$ cat src/rtl/eep_loader.sv
// Boot loader for the eep core: takes a length-prefixed byte stream, writes little-endian
// 16-bit words into code memory from address 0 and releases the core once the checksum matches.
module eep_loader #(
    parameter int INSTR_WIDTH = 16,
    parameter int ADDR_WIDTH  = 16,
    parameter int CODE_DEPTH  = 65536
) (
    input  logic                   clk,
    input  logic                   rst,
    input  logic                   in_valid,
    input  logic [7:0]             in_data,
    output logic                   in_ready,
    output logic                   cm_wen,
    output logic [ADDR_WIDTH-1:0]  cm_addr,
    output logic [INSTR_WIDTH-1:0] cm_din,
    output logic                   cpu_run,
    output logic                   load_err,
    output logic [16:0]            words_loaded,
    output logic [2:0]             dbg_state
);

    // Handshake: a byte is consumed on a rising edge where in_valid && in_ready; in_ready is
    // a registered copy of "state is not terminal" and never looks at in_valid.
    typedef enum logic [2:0] {
        S_HDR_LO = 3'd0,
        S_HDR_HI = 3'd1,
        S_DAT_LO = 3'd2,
        S_DAT_HI = 3'd3,
        S_CHECK  = 3'd4,
        S_RUN    = 3'd5,
        S_ERROR  = 3'd6
    } state_t;

    localparam logic [16:0] DEPTH = 17'(CODE_DEPTH);

    state_t                   state_q;
    logic [15:0]              len_q;
    logic [7:0]               sum_q;
    logic [7:0]               lo_q;
    logic [16:0]              words_q;
    logic                     in_ready_q;
    logic                     cm_wen_q;
    logic [ADDR_WIDTH-1:0]    cm_addr_q;
    logic [INSTR_WIDTH-1:0]   cm_din_q;
    logic                     cpu_run_q;
    logic                     load_err_q;

    logic                     accept;
    logic [15:0]              len_d;
    logic [7:0]               sum_d;
    logic [16:0]              words_d;

    assign accept  = in_valid && in_ready_q;
    assign len_d   = {in_data, len_q[7:0]};
    assign sum_d   = sum_q + in_data;
    assign words_d = words_q + 17'd1;

    always_ff @(posedge clk or posedge rst) begin
        if (rst) begin
            state_q    <= S_HDR_LO;
            len_q      <= '0;
            sum_q      <= '0;
            lo_q       <= '0;
            words_q    <= '0;
            in_ready_q <= 1'b1;
            cm_wen_q   <= 1'b0;
            cm_addr_q  <= '0;
            cm_din_q   <= '0;
            cpu_run_q  <= 1'b0;
            load_err_q <= 1'b0;
        end else begin
            cm_wen_q <= 1'b0;
            if (accept) begin
                unique case (state_q)
                    S_HDR_LO: begin
                        len_q[7:0] <= in_data;
                        sum_q      <= sum_d;
                        state_q    <= S_HDR_HI;
                    end
                    S_HDR_HI: begin
                        len_q <= len_d;
                        sum_q <= sum_d;
                        if ({1'b0, len_d} > DEPTH) begin
                            state_q    <= S_ERROR;
                            in_ready_q <= 1'b0;
                            load_err_q <= 1'b1;
                        end else if (len_d == 16'd0) begin
                            state_q <= S_CHECK;
                        end else begin
                            state_q <= S_DAT_LO;
                        end
                    end
                    S_DAT_LO: begin
                        lo_q    <= in_data;
                        sum_q   <= sum_d;
                        state_q <= S_DAT_HI;
                    end
                    S_DAT_HI: begin
                        // Address is the pre-increment count, so the first word lands at 0.
                        sum_q     <= sum_d;
                        cm_wen_q  <= 1'b1;
                        cm_addr_q <= ADDR_WIDTH'(words_q);
                        cm_din_q  <= INSTR_WIDTH'({in_data, lo_q});
                        words_q   <= words_d;
                        state_q   <= (words_d == {1'b0, len_q}) ? S_CHECK : S_DAT_LO;
                    end
                    S_CHECK: begin
                        in_ready_q <= 1'b0;
                        if (in_data == sum_q) begin
                            state_q   <= S_RUN;
                            cpu_run_q <= 1'b1;
                        end else begin
                            state_q    <= S_ERROR;
                            load_err_q <= 1'b1;
                        end
                    end
                    default: begin
                        state_q <= state_q;
                    end
                endcase
            end
        end
    end

    assign in_ready     = in_ready_q;
    assign cm_wen       = cm_wen_q;
    assign cm_addr      = cm_addr_q;
    assign cm_din       = cm_din_q;
    assign cpu_run      = cpu_run_q;
    assign load_err     = load_err_q;
    assign words_loaded = words_q;
    assign dbg_state    = state_q;

endmodule

$ cat config.mk
export PLATFORM = sky130hd
export DESIGN_NAME = eep_loader
export DESIGN_NICKNAME = d
export VERILOG_FILES = /design/src/rtl/eep_loader.sv
export SDC_FILE = /design/constraint.sdc
export NUM_CORES = 1
export LEC_CHECK = 0
export CAP_MARGIN = 25
export CORE_MARGIN = 1
export CORE_UTILIZATION = 30
export DETAILED_ROUTE_END_ITERATION = 7
export PLACE_DENSITY = 0.6
export SYNTH_ARGS = -nofsm -noshare
export SYNTH_HDL_FRONTEND = slang
export SYNTH_SLANG_ARGS = --single-unit
$ cat constraint.sdc
create_clock -name clk -period 4 [get_ports clk]
set_input_delay 0.8 -clock clk [delete_from_list [all_inputs] [get_ports clk]]
set_output_delay 0.8 -clock clk [all_outputs]
set_load 0.03 [all_outputs]
== After elaboration in Yosys (flattened, before gate mapping) ==
Cells that the tools add are included.

* Bits in registers: 88
* Input bits: 11
* Output and inout port bits: 56

* $add $sub $neg: 2
* $lt $le $gt $ge: 1
* Equality and inequality tests: 8
* Multiplexer cells: 12
* Reductions and logical operators: 15

{| class="wikitable"
|+ Operators with widths
! cell !! number
|-
| $add A17 B1 Y17 const B || 1
|-
| $eq A17 B16 Y1 || 1
|-
| $gt A16 B17 Y1 const B || 1
|-
| $logic_not A16 Y1 || 1
|-
| $pmux W3 S5 || 1
|-
| $reduce_and A2 Y1 || 6
|-
| $mux W3 || 3
|-
| $add A8 B8 Y8 || 1
|-
| $eq A8 B8 Y1 || 1
|-
| $eq A3 B2 Y1 const B || 2
|-
| $reduce_and A3 Y1 || 2
|-
| $mux W1 || 5
|-
| $reduce_bool A5 Y1 || 1
|-
| $ne A2 B2 Y1 const B || 2
|-
| $pmux W1 S2 || 2
|-
| $reduce_and A4 Y1 || 1
|-
| $reduce_or A4 Y1 || 1
|-
| $eq A3 B1 Y1 const B || 1
|-
| $eq A3 B3 Y1 const B || 1
|-
| $logic_not A3 Y1 || 1
|-
| $mux W2 || 1
|-
| $reduce_bool A2 Y1 || 1
|-
| $logic_and A1 B1 Y1 || 1
|}

== Logic depth before layout (Yosys ltp) ==
Gate-level depths: netlist (run 1).

* Depth in word-level cells: 4
* Depth in mapped cells: 9
* Gate-level depth less buffers: 9

== Worst setup path after synthesis (run 1) ==
OpenSTA, ideal clock, no wires.

* Path type: input port to flip-flop
* Start point: input in_data[0]
* End point: register sum_q[6]
* Data arrival time: 2.086 ns
* Data required time: 3.905 ns
* Setup slack: 1.819 ns
* Cell stages on the path: 9
* Cells stage by stage: ha_1 > inv_1 > fa_1 > nor2b_1 > o21ai_0 > a21oi_1 > o21a_1 > nor3_1 > o31ai_1

* Cells in the longest elaborated chain, start to end: 1

{| class="wikitable"
|+ RTL lines
! element !! RTL line !! source
|-
| start, declared || 11 || <nowiki>input logic [7:0] in_data,</nowiki>
|-
| $add A8 B8 Y8 || 55 || <nowiki>assign sum_d = sum_q + in_data;</nowiki>
|-
| end signal, assigned || 77 || <nowiki>sum_q <= sum_d;</nowiki>
|-
| end signal, assigned || 82 || <nowiki>sum_q <= sum_d;</nowiki>
|-
| end signal, assigned || 95 || <nowiki>sum_q <= sum_d;</nowiki>
|-
| end, declared || 38 || <nowiki>logic [7:0] sum_q;</nowiki>
|}

No other way between the ends.
A chain may end at the register's enable or synchronous reset.

== Worst setup path in the final report (run 1) ==
* Start point: input in_valid
* End point: register words_q[10] (netlist: words_loaded[10])

* Cells in the longest elaborated chain, start to end: 2

{| class="wikitable"
|+ RTL lines
! element !! RTL line !! source
|-
| start, declared || 10 || <nowiki>input logic in_valid,</nowiki>
|-
| $logic_and A1 B1 Y1 || 53 || <nowiki>assign accept = in_valid && in_ready_q;</nowiki>
|-
| $reduce_and A2 Y1 (no source line) || -- ||
|-
| end signal, assigned || 104 || <nowiki>words_q <= words_d;</nowiki>
|-
| end, declared || 40 || <nowiki>logic [16:0] words_q;</nowiki>
|}

No other way between the ends.

==> impl_metrics.toml, run 1 <==
[status]
outcome = "finished, final reports clean"

[logic_synthesis]
syn_area_um2 = 4302
yosysWarnings = 0
ys_seq_elements = 88
ys.flop_type = "dfrtp_1"
ys_types = 51
avgSynthCellArea_um2 = 9.957
synth_area_leaders = "dfrtp_1 51%, nand2_1 11%, mux2_2 6.0%"
yosysSeqAreaShare_pct = 51.22
synth.top_cell.area_share_pct = 50.61
synth_nets = 452
netlist_instances = 432
synth_area_leader_cell = "dfrtp_1"
synth_edf_count = 0
synthArstFlopShare_pct = 100.0

[grt]
grt_max_degree = 35
grt_use_total_pct = 14.91
overflow = 0
grt_pass1_vias = 3306
antenna_found_initial = 0
grt_pass1_wl_mm = 16.97

[cts]
cts_setup_buffers = 0
insertion_delay_ns = 0.34
cts-buffers-inserted = 9
postCtsResizedCells = 0
htreeDepth = 3
postCtsHoldBufs = 0
cts_tree = "yes"
clk_pin_slew_ns = 0.06
cts.sinks = 88
cts_root_buf = "clkbuf_16"
clockBufferDepth = 2

[floorplan]
ios = 67
coreArea_um2 = 13930
die_w_um = 121.7
initial_core_util_pct = 30.87
placementRows = 43
fp.dieH_um = 121.7
dieArea_um2 = 14820

[placed_design]
dp.cells = 660
dp_hpwl_mm = 7.394
port-buffer-count = 66
place.gp.congestion = 0.7969

[timing]
max_freq_mhz = 355.1
slew-limit-headroom_pct = 55.33
tightestPinTransition_ns = 0.6671
drv_slew = 0
fin_worst_skew_ns = 0.008622
setup_viol = 0
rsz0062_at_grt = "false"
final_hold_viol_count = 0
setup_tns_ns = 0
fin_crit_ns = 2.816
min_period_over_period_pct = 70.41

[min_path]
hold_start = "cm_addr[1]"
holdPathEnd = "cm_addr[1]"
min_path_cells = 2
hold_path.class = "register to register"

[critical_path]
crit_fanout = 21
crit_arrival_ns = 3.07
crit_top_cell = "nand2_1"
timing.rr.end = "dbg_state[2]"
cp_slowest_stage_delay_ns = 0.59
crit_path_top_delay_cell = "inv_1"
r2r_start = "words_loaded[0]"
reg2reg_depth = 7
end_kind = "register"
critPathLaunchType = "input pin"
required_ns = 4.26
cp_cell_sequence = "clkdlybuf4s50_1 > nand2_1 > nor2_2 > nand3_2 > inv_1 > nand2_1 > nor2_1 > xor2_1"
worst-setup-path-type = "input pin to register"
reg2reg_setup_slack_ns = 1.54

[route]
drt_iter0_drc = 155
routed-via-count = 3272
ant_nets = 0
via_per_inst = 4.840
wl_per_cell_um = 14.88
drt_wl_total_mm = 10.06
first_pass_iters = 4
drc_errors = 0

[cells_and_area]
diodes = 0
area_growth_pct = 26.06
final_common_cell = "nand2_1"
layout.cells.non_filler = 676
drive_above_1_share_pct = 11.49
nNetsFinal = 511
final_cell_mix = "121 x nand2_1, 87 x dfrtp_1, 66 x clkdlybuf4s50_1"
fillCellCount = 1370

[pwr]
power_density_nw_per_um2 = 319.0
ir_worst_vdd_mv = 0.1987
p_leak_uw = 0.002522

[job]
cap_violations = 0
## cell type report
type                       instances  area [um2]  area share (%)
sequential                        88        2203           40.63
multi-input combinational        313        1971           36.34
timing repair buffer              71       710.7           13.11
clock buffer                      10       229.0           4.222
tap                              180       225.2           4.153
clock inverter                     6       52.55          0.9691
inverter                           8       31.28          0.5768
## stage by stage
stage	cell area [um2]	utilization [%]	hold slack, ns	power [uW]	setup WS (ns)
6_report	5423	38.92	0.4725	1730	1.184
3_3_place_gp	5141	36.90	0.4498	958.2	0.8663
2_1_floorplan	4302	-	0.4348	930.3	0.9231
4_1_cts	5423	38.92	0.4775	1756	1.170
5_1_grt	5423	38.92	0.5026	1801	0.8989
3_5_place_dp	5141	36.90	0.4479	959.1	0.8120
## worst max path at each step
stage	from	to	cells past startpoint
finish	in_valid	words_loaded[10]	8
global route	in_valid	words_loaded[10]	8
CTS	in_valid	lo_q[4]	5
detailed placement	in_valid	lo_q[4]	5
global placement	in_valid	lo_q[4]	5
floorplan	rst	cm_addr[0]	1
## logic make-up (layout without fill, tap and decap cells)
family	after synthesis	after routing	synth area share, %
flip-flops	88	88	51.22
buffers and inverters	31	95	2.967
multiplexers	23	23	6.021
AO/OA/AOI/OAI	40	40	6.137
XOR/XNOR	43	43	8.755
AND/OR/NAND/NOR	198	198	22.11
adder cells (fa/ha/maj)	9	9	2.792
## power by group
part	total (uW)	internal [uW]	switching (uW)	leakage, uW
clock	789	430	359	0.000131
sequential	890	890	0	0.00122
combinational	51.0	15.4	35.6	0.00117
## registers in the layout (all words and copies together) (netlist names)
| register | count |
|---|---|
| in_ready | 1 |
| load_err | 1 |
| cpu_run | 1 |
| dbg_state | 3 |
| cm_din | 16 |
| cm_addr | 16 |
| lo_q | 8 |
| len_q | 16 |
| cm_wen | 1 |
| words_loaded | 17 |
| sum_q | 8 |
## synthesized netlist by cell type, types with 2 or more instances
cell / count
o31ai_1: 2
clkbuf_1: 11
mux2_2: 23
nor2b_1: 2
o211ai_1: 3
nor3b_2: 2
nand3_2: 2
buf_2: 8
nor2_1: 17
xnor2_1: 27
buf_1: 3
dfrtp_1: 87
ha_1: 8
o21a_1: 2
nor4_1: 9
and2_1: 2
nand4_1: 10
nand3b_1: 4
inv_1: 8
a21o_1: 2
nor3_1: 7
xor2_1: 16
and3_1: 3
nand2_1: 121
a21oi_1: 6
nand3_1: 8
o21ai_0: 15
## layer usage
metal | up-vias | track usage [%] | wire (um)
met2 | 72 | 23.59 | 4669
met3 | 13 | 2.762 | 298
met4 | 0 | 5.941 | 178
met1 | 1621 | 20.07 | 4914
li1 | 1566 | - | -
met5 | - | 0 | 0
## critical path: cells and delay by family
family | cells | cell delay [ns]
xor+xnor | 1 | 0.15
buf+inv | 2 | 1.07
simple gates | 5 | 1.04
Power figures use the tool's default switching activity.
==> inputs of run 2 (changes only) <==
--- a/config.mk
+++ b/config.mk
@@ -9,7 +9,7 @@
 export CORE_MARGIN = 1
 export CORE_UTILIZATION = 30
 export DETAILED_ROUTE_END_ITERATION = 7
-export PLACE_DENSITY = 0.6
+export PLACE_DENSITY = 0.61
 export SYNTH_ARGS = -nofsm -noshare
 export SYNTH_HDL_FRONTEND = slang
 export SYNTH_SLANG_ARGS = --single-unit
==> constraint.sdc (replaced) <==
create_clock -name clk -period 2.48 [get_ports clk]
set_input_delay 0.496 -clock clk [delete_from_list [all_inputs] [get_ports clk]]
set_output_delay 0.496 -clock clk [all_outputs]
set_load 0.03 [all_outputs]
==> run 2 against run 1 <==
Against the previous run: cell area up 4.9%; first-iteration DRC count up 5.2%; utilization up 1.9 points; sequential power up 61%; hold slack worse by 0.0033 ns; wire length up 0.72%; die area unchanged; non-clock buffer count up 26; clock-buffer cell count unchanged; total power up 75%; sequential cell count unchanged; setup slack worse by 0.97 ns; critical path type unchanged; critical endpoint is now sum_q[6].
==> impl_metrics.toml, run 2 (same netlist as run 1, synthesis figures left out) <==
[status]
outcome = "finished, final reports clean"

[placed_design]
dp_hpwl_mm = 7.580
port-buffer-count = 66
place.gp.congestion = 0.7660
post-place-ws_ns = -0.1734
dp.cells = 686
dpl_cell_area_um2 = 5364

[critical_path]
critPathLaunchType = "input pin"
crit_fanout = 2
end_kind = "register"
reg2reg_setup_slack_ns = 0.38
r2r_start = "words_loaded[0]"
crit_arrival_ns = 2.51
crit_start = "in_data[0]"
worst-setup-path-type = "input pin to register"
required_ns = 2.73

[floorplan]
fp.dieH_um = 121.7
die_w_um = 121.7
dieArea_um2 = 14820
coreArea_um2 = 13930
initial_core_util_pct = 30.87
ios = 67
placementRows = 43

[job]
cap_violations = 0

[cells_and_area]
drive_above_1_share_pct = 15.90
fillCellCount = 1358
final_common_cell = "nand2_1"
area_growth_pct = 32.29
multi_input_area_um2 = 1971
nNetsFinal = 537
layout.cells.non_filler = 702
largest_register_ffs = 17
diodes = 0
final_cell_mix = "121 x nand2_1, 87 x dfrtp_1, 66 x clkdlybuf4s50_1"
fin_area_um2 = 5690
regArea_um2 = 2203

[timing]
fin_worst_skew_ns = 0.007230
max_freq_mhz = 442.0
drv_slew = 0
rsz0062_at_grt = "false"
fin_crit_ns = 2.262
tightestPinTransition_ns = 0.3758
fin_ws_ns = 0.2177
min_period_over_period_pct = 91.22
setup_viol = 0
setup_tns_ns = 0
slew-limit-headroom_pct = 74.94
final_hold_viol_count = 0

[route]
drc_errors = 0
drt_iter0_drc = 163
ant_nets = 0
drt_wl_total_mm = 10.13
first_pass_iters = 4
wl_per_cell_um = 14.43
via_per_inst = 4.732
routed-via-count = 3322

[grt]
grt_pass1_wl_mm = 16.95
grt_use_total_pct = 14.96
grt_max_degree = 35
grt_pass1_vias = 3323
antenna_found_initial = 0
overflow = 0

[cts]
clk_pin_slew_ns = 0.07
insertion_delay_ns = 0.35
postCtsResizedCells = 0
htreeDepth = 3
cts_root_buf = "clkbuf_16"
clockBufferDepth = 2
cts-buffers-inserted = 9
cts_setup_buffers = 0
cts.sinks = 88
postCtsHoldBufs = 0
cts_tree = "yes"

[pwr]
ir_worst_vdd_mv = 0.3187
power_density_nw_per_um2 = 532.0
p_leak_uw = 0.002685

[min_path]
hold_path.class = "register to register"
hold_start = "lo_q[2]"
run 2: changes by cell type in the layout (fill, tap and decap cells not counted):
cell	before	now
inv_6	1	3
clkinvlp_4	2	1
clkinv_2	1	0
clkinv_4	2	0
buf_12	1	3
bufinv_16	0	2
buf_4	4	28
run 2: where the power goes:
part | switching (uW) | internal (uW)
Sequential | 0 | 1430
Clock | 590 | 901
Combinational | 60.3 | 41.1
run 2: layer usage:
layer	track usage [%]	wire length (um)	vias up
li1	-	-	1627
met1	19.90	4784	1621
met2	23.66	4851	61
met3	3.652	352	13
met4	5.093	145	0
met5	0	0	-
run 2: metrics by stage:
stage	power, uW	hold WS (ns)	utilization [%]
after floorplan	1501	0.4348	-
after global placement	1564	0.4535	38.49
after detailed placement	1565	0.4565	38.49
after CTS	3073	0.4713	40.84
after global routing	3148	0.4995	40.84
final	3027	0.4693	40.84
run 2: critical path, cell delays in order:
cell	delay, ns
clkdlybuf4s50_1	0.56
ha_1	0.19
inv_1	0.05
fa_1	0.37
nor2b_1	0.11
o21ai_0	0.10
a21oi_1	0.22
o21a_1	0.16
nor3_1	0.05
o31ai_1	0.21
run 2: final timing paths:
kind	end	cells past startpoint
worst max-delay path	sum_q[6]	10
worst min register to register	cm_din[2]	2
min in group asynchronous	cm_addr[3]	2
max in group asynchronous	in_ready	3
worst min-delay path	cm_din[2]	2
worst max register to register	dbg_state[1]	7
run 2: area by class of cell:
class | count | share of cell area (%)
Sequential cell | 88 | 38.72
Clock inverter | 6 | 1.715
Inverter | 8 | 0.5937
Timing Repair Buffer | 97 | 16.36
Multi-Input combinational cell | 313 | 34.63
Clock buffer | 10 | 4.024
Tap cell | 180 | 3.958
